$ cat src/rtl/button_pkg.sv
// Shared state type and 50 MHz timing defaults for the push-button conditioning path.
package button_pkg;

    typedef enum logic [1:0] {
        RELEASED,
        PRESS_CHK,
        PRESSED,
        RELEASE_CHK
    } button_state_t;

    localparam int CLK_HZ              = 50_000_000;
    localparam int DEBOUNCE_10MS       = CLK_HZ / 100;
    localparam int REPEAT_DELAY_500MS  = CLK_HZ / 2;
    localparam int REPEAT_PERIOD_100MS = CLK_HZ / 10;

    function automatic int max3(input int a, input int b, input int c);
        int m;
        m = (a > b) ? a : b;
        return (m > c) ? m : c;
    endfunction

endpackage

$ cat src/rtl/button_debounce_if.sv
// Key-side bundle: raw pin toward the debouncer, conditioned level and strobes back.
interface button_debounce_if;
    logic btn_raw;
    logic btn_level;
    logic press_pulse;
    logic release_pulse;
    logic repeat_pulse;

    modport master (output btn_raw,
                    input  btn_level, press_pulse, release_pulse, repeat_pulse);
    modport slave  (input  btn_raw,
                    output btn_level, press_pulse, release_pulse, repeat_pulse);
endinterface

$ cat src/rtl/sync2.sv
// Two-flop synchroniser for a single asynchronous bit; reset value is a parameter so
// the idle level of the source can be preloaded.
module sync2 #(
    parameter logic RST_VAL = 1'b0
) (
    input  logic clk,
    input  logic rst,
    input  logic d,
    output logic q
);
    logic meta;

    always_ff @(posedge clk) begin
        if (rst) begin
            meta <= RST_VAL;
            q    <= RST_VAL;
        end else begin
            meta <= d;
            q    <= meta;
        end
    end
endmodule

$ cat src/rtl/button_debounce.sv
// Push-button conditioner: synchronise, qualify each edge with a stability count, and
// emit a clean level plus press/release/auto-repeat strobes, all registered.
module button_debounce
    import button_pkg::*;
#(
    parameter int DEBOUNCE_CYCLES = DEBOUNCE_10MS,
    parameter int REPEAT_DELAY    = 0,
    parameter int REPEAT_PERIOD   = REPEAT_PERIOD_100MS,
    parameter bit ACTIVE_LOW      = 1'b1
) (
    input  logic               clk,
    input  logic               rst,
    button_debounce_if.slave   bus
);
    localparam int CW = $clog2(max3(DEBOUNCE_CYCLES, REPEAT_DELAY, REPEAT_PERIOD) + 1);
    localparam logic [CW-1:0] DB_LAST = CW'(DEBOUNCE_CYCLES - 1);
    localparam logic [CW-1:0] RPT_DLY = CW'(REPEAT_DELAY);
    localparam logic [CW-1:0] RPT_PER = CW'(REPEAT_PERIOD);

    button_state_t state;
    logic [CW-1:0] db_cnt, rpt_cnt, rpt_inc;
    logic          rpt_armed, rpt_fire, rpt_run, release_ok;
    logic          btn_n, btn_s;
    logic          level_q, press_q, release_q, repeat_q;

    function automatic logic [CW-1:0] sat_inc(input logic [CW-1:0] v);
        return (v == '1) ? v : v + CW'(1);
    endfunction

    // Normalise before synchronising so the flops reset to "released" for either polarity.
    assign btn_n = bus.btn_raw ^ ACTIVE_LOW;

    sync2 #(.RST_VAL(1'b0)) u_sync (
        .clk (clk),
        .rst (rst),
        .d   (btn_n),
        .q   (btn_s)
    );

    always_comb begin
        release_ok = (state == RELEASE_CHK) && !btn_s && (db_cnt >= DB_LAST);
        // Repeat phase keeps running through a rejected release bounce.
        rpt_run    = (state == PRESSED) || ((state == RELEASE_CHK) && !release_ok);
        rpt_inc    = sat_inc(rpt_cnt);
        rpt_fire   = (REPEAT_DELAY != 0) &&
                     (rpt_armed ? (rpt_inc == RPT_PER) : (rpt_inc == RPT_DLY));
    end

    always_ff @(posedge clk) begin
        if (rst) begin
            state     <= RELEASED;
            db_cnt    <= '0;
            rpt_cnt   <= '0;
            rpt_armed <= 1'b0;
            level_q   <= 1'b0;
            press_q   <= 1'b0;
            release_q <= 1'b0;
            repeat_q  <= 1'b0;
        end else begin
            press_q   <= 1'b0;
            release_q <= 1'b0;
            repeat_q  <= 1'b0;
            case (state)
                RELEASED: if (btn_s) begin
                    state  <= PRESS_CHK;
                    db_cnt <= '0;
                end
                PRESS_CHK: begin
                    if (!btn_s) begin
                        state  <= RELEASED;
                        db_cnt <= '0;
                    end else if (db_cnt >= DB_LAST) begin
                        state     <= PRESSED;
                        level_q   <= 1'b1;
                        press_q   <= 1'b1;
                        rpt_cnt   <= '0;
                        rpt_armed <= 1'b0;
                    end else begin
                        db_cnt <= sat_inc(db_cnt);
                    end
                end
                PRESSED: if (!btn_s) begin
                    state  <= RELEASE_CHK;
                    db_cnt <= '0;
                end
                RELEASE_CHK: begin
                    if (btn_s) begin
                        state <= PRESSED;
                    end else if (release_ok) begin
                        state     <= RELEASED;
                        level_q   <= 1'b0;
                        release_q <= 1'b1;
                    end else begin
                        db_cnt <= sat_inc(db_cnt);
                    end
                end
                default: state <= RELEASED;
            endcase

            if (rpt_run) begin
                rpt_cnt  <= rpt_fire ? '0 : rpt_inc;
                repeat_q <= rpt_fire;
                if (rpt_fire) rpt_armed <= 1'b1;
            end
        end
    end

    assign bus.btn_level     = level_q;
    assign bus.press_pulse   = press_q;
    assign bus.release_pulse = release_q;
    assign bus.repeat_pulse  = repeat_q;
endmodule

$ cat src/flat_wrapper.sv
// flat-port wrapper written by rule: the top's interface ports become plain ports
module button_debounce_flat import button_pkg::*;
#(
    parameter int DEBOUNCE_CYCLES = DEBOUNCE_10MS,
    parameter int REPEAT_DELAY    = 0,
    parameter int REPEAT_PERIOD   = REPEAT_PERIOD_100MS,
    parameter bit ACTIVE_LOW      = 1'b1
)
  (clk, rst, bus_btn_raw, bus_btn_level, bus_press_pulse, bus_release_pulse, bus_repeat_pulse);
  button_debounce_if bus_i ();
  input  logic clk;
  input  logic rst;
  input wire logic [$bits(bus_i.btn_raw)-1:0] bus_btn_raw;
  output wire logic [$bits(bus_i.btn_level)-1:0] bus_btn_level;
  output wire logic [$bits(bus_i.press_pulse)-1:0] bus_press_pulse;
  output wire logic [$bits(bus_i.release_pulse)-1:0] bus_release_pulse;
  output wire logic [$bits(bus_i.repeat_pulse)-1:0] bus_repeat_pulse;
  assign bus_i.btn_raw = bus_btn_raw;
  assign bus_btn_level = bus_i.btn_level;
  assign bus_press_pulse = bus_i.press_pulse;
  assign bus_release_pulse = bus_i.release_pulse;
  assign bus_repeat_pulse = bus_i.repeat_pulse;
  button_debounce #(.DEBOUNCE_CYCLES(DEBOUNCE_CYCLES), .REPEAT_DELAY(REPEAT_DELAY), .REPEAT_PERIOD(REPEAT_PERIOD), .ACTIVE_LOW(ACTIVE_LOW)) u_core (.clk(clk), .rst(rst), .bus(bus_i));
endmodule
$ cat config.mk
export PLATFORM = sky130hd
export DESIGN_NAME = button_debounce_flat
export DESIGN_NICKNAME = d
export VERILOG_FILES = /design/src/rtl/button_pkg.sv /design/src/rtl/button_debounce_if.sv /design/src/rtl/sync2.sv /design/src/rtl/button_debounce.sv /design/src/flat_wrapper.sv
export SDC_FILE = /design/constraint.sdc
export NUM_CORES = 1
export LEC_CHECK = 0
export CAP_MARGIN = 15
export CORE_ASPECT_RATIO = 0.5
export CORE_MARGIN = 1
export CORE_UTILIZATION = 38
export DETAILED_ROUTE_END_ITERATION = 8
export GPL_TIMING_DRIVEN = 1
export PLACE_DENSITY = 0.58
export SYNTH_ARGS = -nofsm -noshare
export SYNTH_HDL_FRONTEND = slang
export SYNTH_SLANG_ARGS = --single-unit
$ cat constraint.sdc
create_clock -name clk -period 2.9 [get_ports clk]
set_input_delay 0.58 -clock clk [delete_from_list [all_inputs] [get_ports clk]]
set_output_delay 0.58 -clock clk [all_outputs]
set_load 0.05 [all_outputs]
==> flow_summary.toml, run 1 <==
[clocking]
post_cts_buffers = 0
clk-insertion-delay-late_ns = 0.28
path_clk_slew_ns = 0.06
cts-resized-gates = 0
clock-root-buffer = "clkbuf_8"
hold_buffers = 0
cts_max_level = 2
numCtsBuffers = 5
cts_tree = "yes"
cts.sinks = 30
cts_buffer_depth = 2

[detailed_routing]
drtAntennaViolNets = 0
drt_iter0_markers = 88
dr.pass1.iters = 4
avgViaCountPerCell = 5.86
wirelength_um = 3540
drc = 0
dr_total_vias = 1417
wl_per_cell_um = 14.6

[power]
power_density_mw_per_mm2 = 515
power_mw = 0.906
peakVddDrop_mv = 0.191
p_leak_nw = 0.543

[worst_setup_path]
cpPeakStageDelay_ns = 0.49
crit_family = "simple AND/OR/NAND/NOR gates"
start_kind = "register"
cp_slowest_cell = "dfxtp_1"
path_buf_inv = 0
path_cells = "nand4_1 -> nor3_1 -> and3_2 -> and2_2 -> nor4_1 -> o21a_1"
path_max_fanout = 23
crit_cells = 6
cp-end-kind = "register"
regToRegSetupSlack_ns = 0.64
startpoint = "u_core.db_cnt[8]$_SDFFE_PP0P_"
reg2reg_from = "u_core.db_cnt[8]$_SDFFE_PP0P_"
worstSetupPathType = "reg -> reg"
endpoint = "u_core.db_cnt[9]$_SDFFE_PP0P_"
arrival_ns = 2.45
cp.required_ns = 3.08
ff2ff_path_depth = 6
r2r-end = "u_core.db_cnt[9]$_SDFFE_PP0P_"

[die]
die_h_um = 48.2
core.rowCount = 16
die_x_um = 94.4
die_area_mm2 = 0.00455
initial_core_util_pct = 40.5
ios = 7
core_mm2 = 0.00400

[global_route]
grt_usage_pct = 16.9
grt_pass1_vias = 1088
grt-ovfl-total = 0
grt_max_degree = 26
gr-usage-met1_pct = 24.5
grt_pass1_wl_um = 5510
use_met2_pct = 22.3
grtUsageMet3_pct = 5.92
antenna_found_initial = 0
grt_busiest_layer = "met1"

[synth]
syn_avg_cell_area_um2 = 8.54
ys_warn_count = 0
syn_nets = 194
synth-async-reset-ratio_pct = 0
ys_seq_elements = 30
synthesis.area_mm2 = 0.00162
synth-simple-area-share_pct = 34.0
synth_top_family_by_area = "simple AND/OR/NAND/NOR gates"
synthMuxAreaShare_pct = 0.617
ys_types = 49
synth_edf_count = 0
synth_compound_area_share_pct = 20.9
yosysSeqAreaShare_pct = 37.0
synth_ff_type = "dfxtp_1"
synth_cells = 190
synth_xor_area_share_pct = 0.540
synthAdderAreaFrac_pct = 0.771

[timing]
maxSlewHeadroom_pct = 61.4
fin_skew_ns = 0.00539
fmax_mhz = 442
setup_viol = 0
worstMarginPinSlew_ns = 0.577
period_share_pct = 78.1
rsz0062_at_grt = "false"
fin_setup_tns_ns = 0
drv_slew = 0
finalHoldViolations = 0
min_period_ns = 2.26

[placed_design]
dpl_cell_area_mm2 = 0.00165
portBuffers = 5
dp_hpwl_um = 2450
gp_congestion = 0.810

[cells_and_area]
drive_gt1_share_pct = 8.51
multi_input_area_um2 = 926
nets = 192
area_growth_pct = 8.48
fillers = 414
final_area_mm2 = 0.00176
seq_area_um2 = 601
n_antenna_cell = 0

[flow_run]
timing.max_cap.violations = 0

[status]
status = "completed"

[min_path]
min_path_type = "reg -> reg"
[how the worst min path moves through the flow]
| stage | cells after the start | startpoint | to | slack (ns) |
|---|---|---|---|---|
| after floorplan | 1 | u_core.u_sync.meta$_SDFF_PP0_ | u_core.u_sync.q$_SDFF_PP0_ | 0.41 |
| after global placement | 1 | u_core.u_sync.meta$_SDFF_PP0_ | u_core.u_sync.q$_SDFF_PP0_ | 0.42 |
| after detailed placement | 1 | u_core.u_sync.meta$_SDFF_PP0_ | u_core.u_sync.q$_SDFF_PP0_ | 0.43 |
| after CTS | 1 | u_core.u_sync.meta$_SDFF_PP0_ | u_core.u_sync.q$_SDFF_PP0_ | 0.44 |
| after global routing | 1 | u_core.u_sync.meta$_SDFF_PP0_ | u_core.u_sync.q$_SDFF_PP0_ | 0.47 |
| final | 1 | u_core.u_sync.meta$_SDFF_PP0_ | u_core.u_sync.q$_SDFF_PP0_ | 0.44 |
[cell type report]
cell class	instances	share of cell area (%)
Clock buffer	6	4.69
Sequential cell	30	34.1
Timing Repair Buffer	5	2.84
Inverter	1	0.213
Multi-Input combinational cell	145	52.6
Clock inverter	1	1.71
Tap cell	54	3.84
[placed cells by master, fill, tap and decap left out, types with 2 or more instances in the layout]
cell,instances
nor2_1,12
clkdlybuf4s50_1,5
nor4_1,2
o21ai_1,5
or2_2,2
dfxtp_1,30
a41oi_1,3
a31oi_1,4
o31a_1,2
or4_1,10
o31ai_1,10
and3_1,4
and3b_1,2
nand2_1,11
nand4_1,8
a211oi_1,4
o21a_1,2
nand3_1,9
and2_1,4
or3_1,2
nor3_1,6
a21oi_1,14
nor2b_1,3
clkbuf_8,6
nand2b_1,5
[through the flow]
stage	cells	hold WS, ns	utilization, %	setup slack, ns
after floorplan	190	0.414	-	0.906
after global placement	235	0.425	41.2	0.652
after detailed placement	235	0.425	41.2	0.673
after CTS	242	0.441	44.0	0.662
after global routing	242	0.470	44.0	0.398
final	242	0.438	44.0	0.635
[kinds of logic after synthesis]
kind of cell / Yosys count
other: 1
and+or+nand+nor: 91
xor gates and xnor gates: 1
buffers and inverters: 15
adders and majority gates: 1
muxes: 1
DFF: 30
AOI/OAI and AO/OA: 50
[sequential cells by signal, summed over array words and instances, names as in the netlist, named ones only]
name	flops
u_core.db_cnt	23
u_core.bus.release_pulse	1
u_core.u_sync.q	1
u_core.u_sync.meta	1
u_core.bus.btn_level	1
u_core.state	1
u_core.bus.press_pulse	1
[report_power, final]
group / internal, mW / switching [mW] / leakage (nW) / total (mW)
Sequential: 0.417 / 0.00567 / 0.242 / 0.423
Combinational: 0.0154 / 0.0369 / 0.243 / 0.0523
Clock: 0.275 / 0.157 / 0.0573 / 0.432
[metal layers]
layer	wire length, um	share of wire, %
met4	63	1.8
met1	1900	54
met3	177	5.0
met5	0	0
met2	1400	39
[synthesized netlist by cell type, types with 2 or more instances]
| library cell | n | share of area, % |
|---|---|---|
| nand4_1 | 8 | 3.1 |
| o31ai_1 | 10 | 4.6 |
| and3b_1 | 2 | 1.1 |
| nor2b_1 | 3 | 1.2 |
| and2_1 | 4 | 1.5 |
| nor2_1 | 12 | 2.8 |
| or3_1 | 2 | 0.77 |
| a211oi_1 | 4 | 1.9 |
| nor4_1 | 2 | 0.77 |
| nand2_1 | 11 | 2.5 |
| a31oi_1 | 4 | 1.5 |
| o21ai_1 | 5 | 1.5 |
| dfxtp_1 | 30 | 37 |
| or4_1 | 10 | 4.6 |
| nor3_1 | 6 | 1.9 |
| o31a_1 | 2 | 1.1 |
| clkbuf_1 | 4 | 0.92 |
| a21oi_1 | 14 | 4.3 |
| or2_2 | 2 | 0.77 |
| and3_1 | 4 | 1.5 |
| a41oi_1 | 3 | 1.6 |
| nand2b_1 | 5 | 1.9 |
| o21a_1 | 2 | 0.92 |
| nand3_1 | 9 | 2.8 |
| buf_6 | 4 | 2.8 |
| buf_2 | 5 | 1.5 |
Note: power is estimated with default switching activity, not from simulation.
==> run 2, diff against run 1 <==
- clock period: 2.9 -> 2.1 ns (I/O delays scaled with it)
==> run 2 against run 1 <==
- register-to-register slack got worse by 0.58 ns
- clock skew fell by 0.00072 ns
- fmax rose by 11%
- via count rose by 9.2%
- critical endpoint is now u_core.db_cnt[12]$_SDFFE_PP0P_
- hold slack improved by 0.0064 ns
- power rose by 40%
- sequential power rose by 37%
- count of clock-buffer cells in the layout fell by 1
- non-clock buffer count rose by 28
- sequential share of layout area fell by 5.2 points
==> flow_summary.toml, run 2 (synthesized netlist as in run 1, its figures left out) <==
[detailed_routing]
wl_per_cell_um = 14.6
avgViaCountPerCell = 5.71
drtAntennaViolNets = 0
wl_met1_um = 2130
drc = 0
routed.top_layer = "met4"
dr_total_vias = 1547
wirelength_um = 3960
met2WireLength_um = 1620
wl_met3_um = 163
drt_iter0_markers = 51
dr.pass1.iters = 5

[placed_design]
portBuffers = 5
dpl_cell_area_mm2 = 0.00188
dp_hpwl_um = 2810
gp_congestion = 0.840
preCtsSetupSlack_ns = 0.0241

[cells_and_area]
n_antenna_cell = 0
drive_gt1_share_pct = 31.8
seq_area_um2 = 604
largest_register_ffs = 23
largest_register = "u_core.db_cnt"
final_area_mm2 = 0.00209
multi_input_area_mm2 = 0.00102
layout_commonest_cell = "dfxtp_1"
final_cell_mix = "dfxtp_1, buf_4, nor2_1"
nets = 220
fillers = 384
area_growth_pct = 28.8

[power]
power_mw = 1.27
p_leak_nw = 0.716
peakVddDrop_mv = 0.249
power_density_mw_per_mm2 = 607

[clocking]
cts.sinks = 30
hold_buffers = 0
path_clk_slew_ns = 0.07
post_cts_buffers = 0
clock-root-buffer = "clkbuf_8"
numCtsBuffers = 5
cts_tree = "yes"
cts_max_level = 2
cts_buffer_depth = 2
clk-insertion-delay-late_ns = 0.29

[worst_setup_path]
cp-end-kind = "register"
arrival_ns = 2.27
path_max_fanout = 19
worstSetupPathType = "reg -> reg"
regToRegSetupSlack_ns = 0.05
start_kind = "register"
cp.required_ns = 2.32

[die]
core_mm2 = 0.00400
initial_core_util_pct = 40.5
ios = 7
die_area_mm2 = 0.00455
core.rowCount = 16
die_x_um = 94.4
die_h_um = 48.2

[timing]
setup_viol = 0
fmax_mhz = 489
drv_slew = 0
fin_ws_ns = 0.0541
min_period_ns = 2.05
period_share_pct = 97.4
rsz0062_at_grt = "true"
fin_skew_ns = 0.00468
finalHoldViolations = 0

[min_path]
min_path_type = "reg -> reg"

[global_route]
grt_usage_pct = 18.5
grt_max_degree = 20
grt_pass1_vias = 1270
antenna_found_initial = 0
grt-ovfl-total = 0
grt_pass1_wl_um = 6220

[status]
status = "completed"

[flow_run]
timing.max_cap.violations = 0
run 2: cell count changes in the layout (fill, tap and decap cells not counted), sizes merged:
cell    delta
buf       +28
clkinv     +2
clkbuf     -1
run 2: timing repair:
item                                    4_1_cts  5_1_grt
hold endpoints to repair                      0        0
endpoints found under the setup margin        0       17
resized for setup                             0       25
run 2: layout make-up:
class	count	share of cell area, %
flip-flops and latches	30	28.9
repair buffers	33	13.7
clock buffers	5	3.29
well taps	54	3.23
multi-input cells	145	48.8
clock inverters	3	1.92
inverters	1	0.180
run 2: final timing paths:
kind,cells after the start,startpoint,endpoint
max,7,u_core.db_cnt[7]$_SDFFE_PP0P_,u_core.db_cnt[12]$_SDFFE_PP0P_
min reg2reg,1,u_core.u_sync.meta$_SDFF_PP0_,u_core.u_sync.q$_SDFF_PP0_
max reg2reg,7,u_core.db_cnt[7]$_SDFFE_PP0P_,u_core.db_cnt[12]$_SDFFE_PP0P_
min,1,u_core.u_sync.meta$_SDFF_PP0_,u_core.u_sync.q$_SDFF_PP0_
run 2: critical path, stage by stage (launching register included):
cell      delay (ns)
dfxtp_1         0.48
nand3b_1        0.20
nor4_4          0.06
a221oi_2        0.36
nor2_4          0.07
buf_12          0.16
or4_1           0.52
a21oi_2         0.13
run 2: report_power, final:
part / switching, mW / internal, mW / leakage (nW) / total (mW)
combinational: 0.0634 / 0.0432 / 0.414 / 0.107
clock: 0.232 / 0.349 / 0.0579 / 0.581
sequential: 0.00440 / 0.576 / 0.244 / 0.580
run 2: metrics by stage:
step / hold slack [ns] / setup TNS [ns] / utilization, % / std cells
floorplan: 0.414 / 0 / - / 190
detailed placement: 0.431 / 0 / 47.0 / 263
finish: 0.444 / 0 / 52.2 / 271
global route: 0.464 / -0.194 / 52.2 / 271
CTS: 0.451 / 0 / 49.8 / 271
global placement: 0.419 / 0 / 47.0 / 263
run 2: layer usage:
metal  global-route usage, %  vias up
met1                    27.4      727
met2                    25.5       36
met3                    4.67        7
met5                       0        -
li1                        -      777
met4                    7.38        0
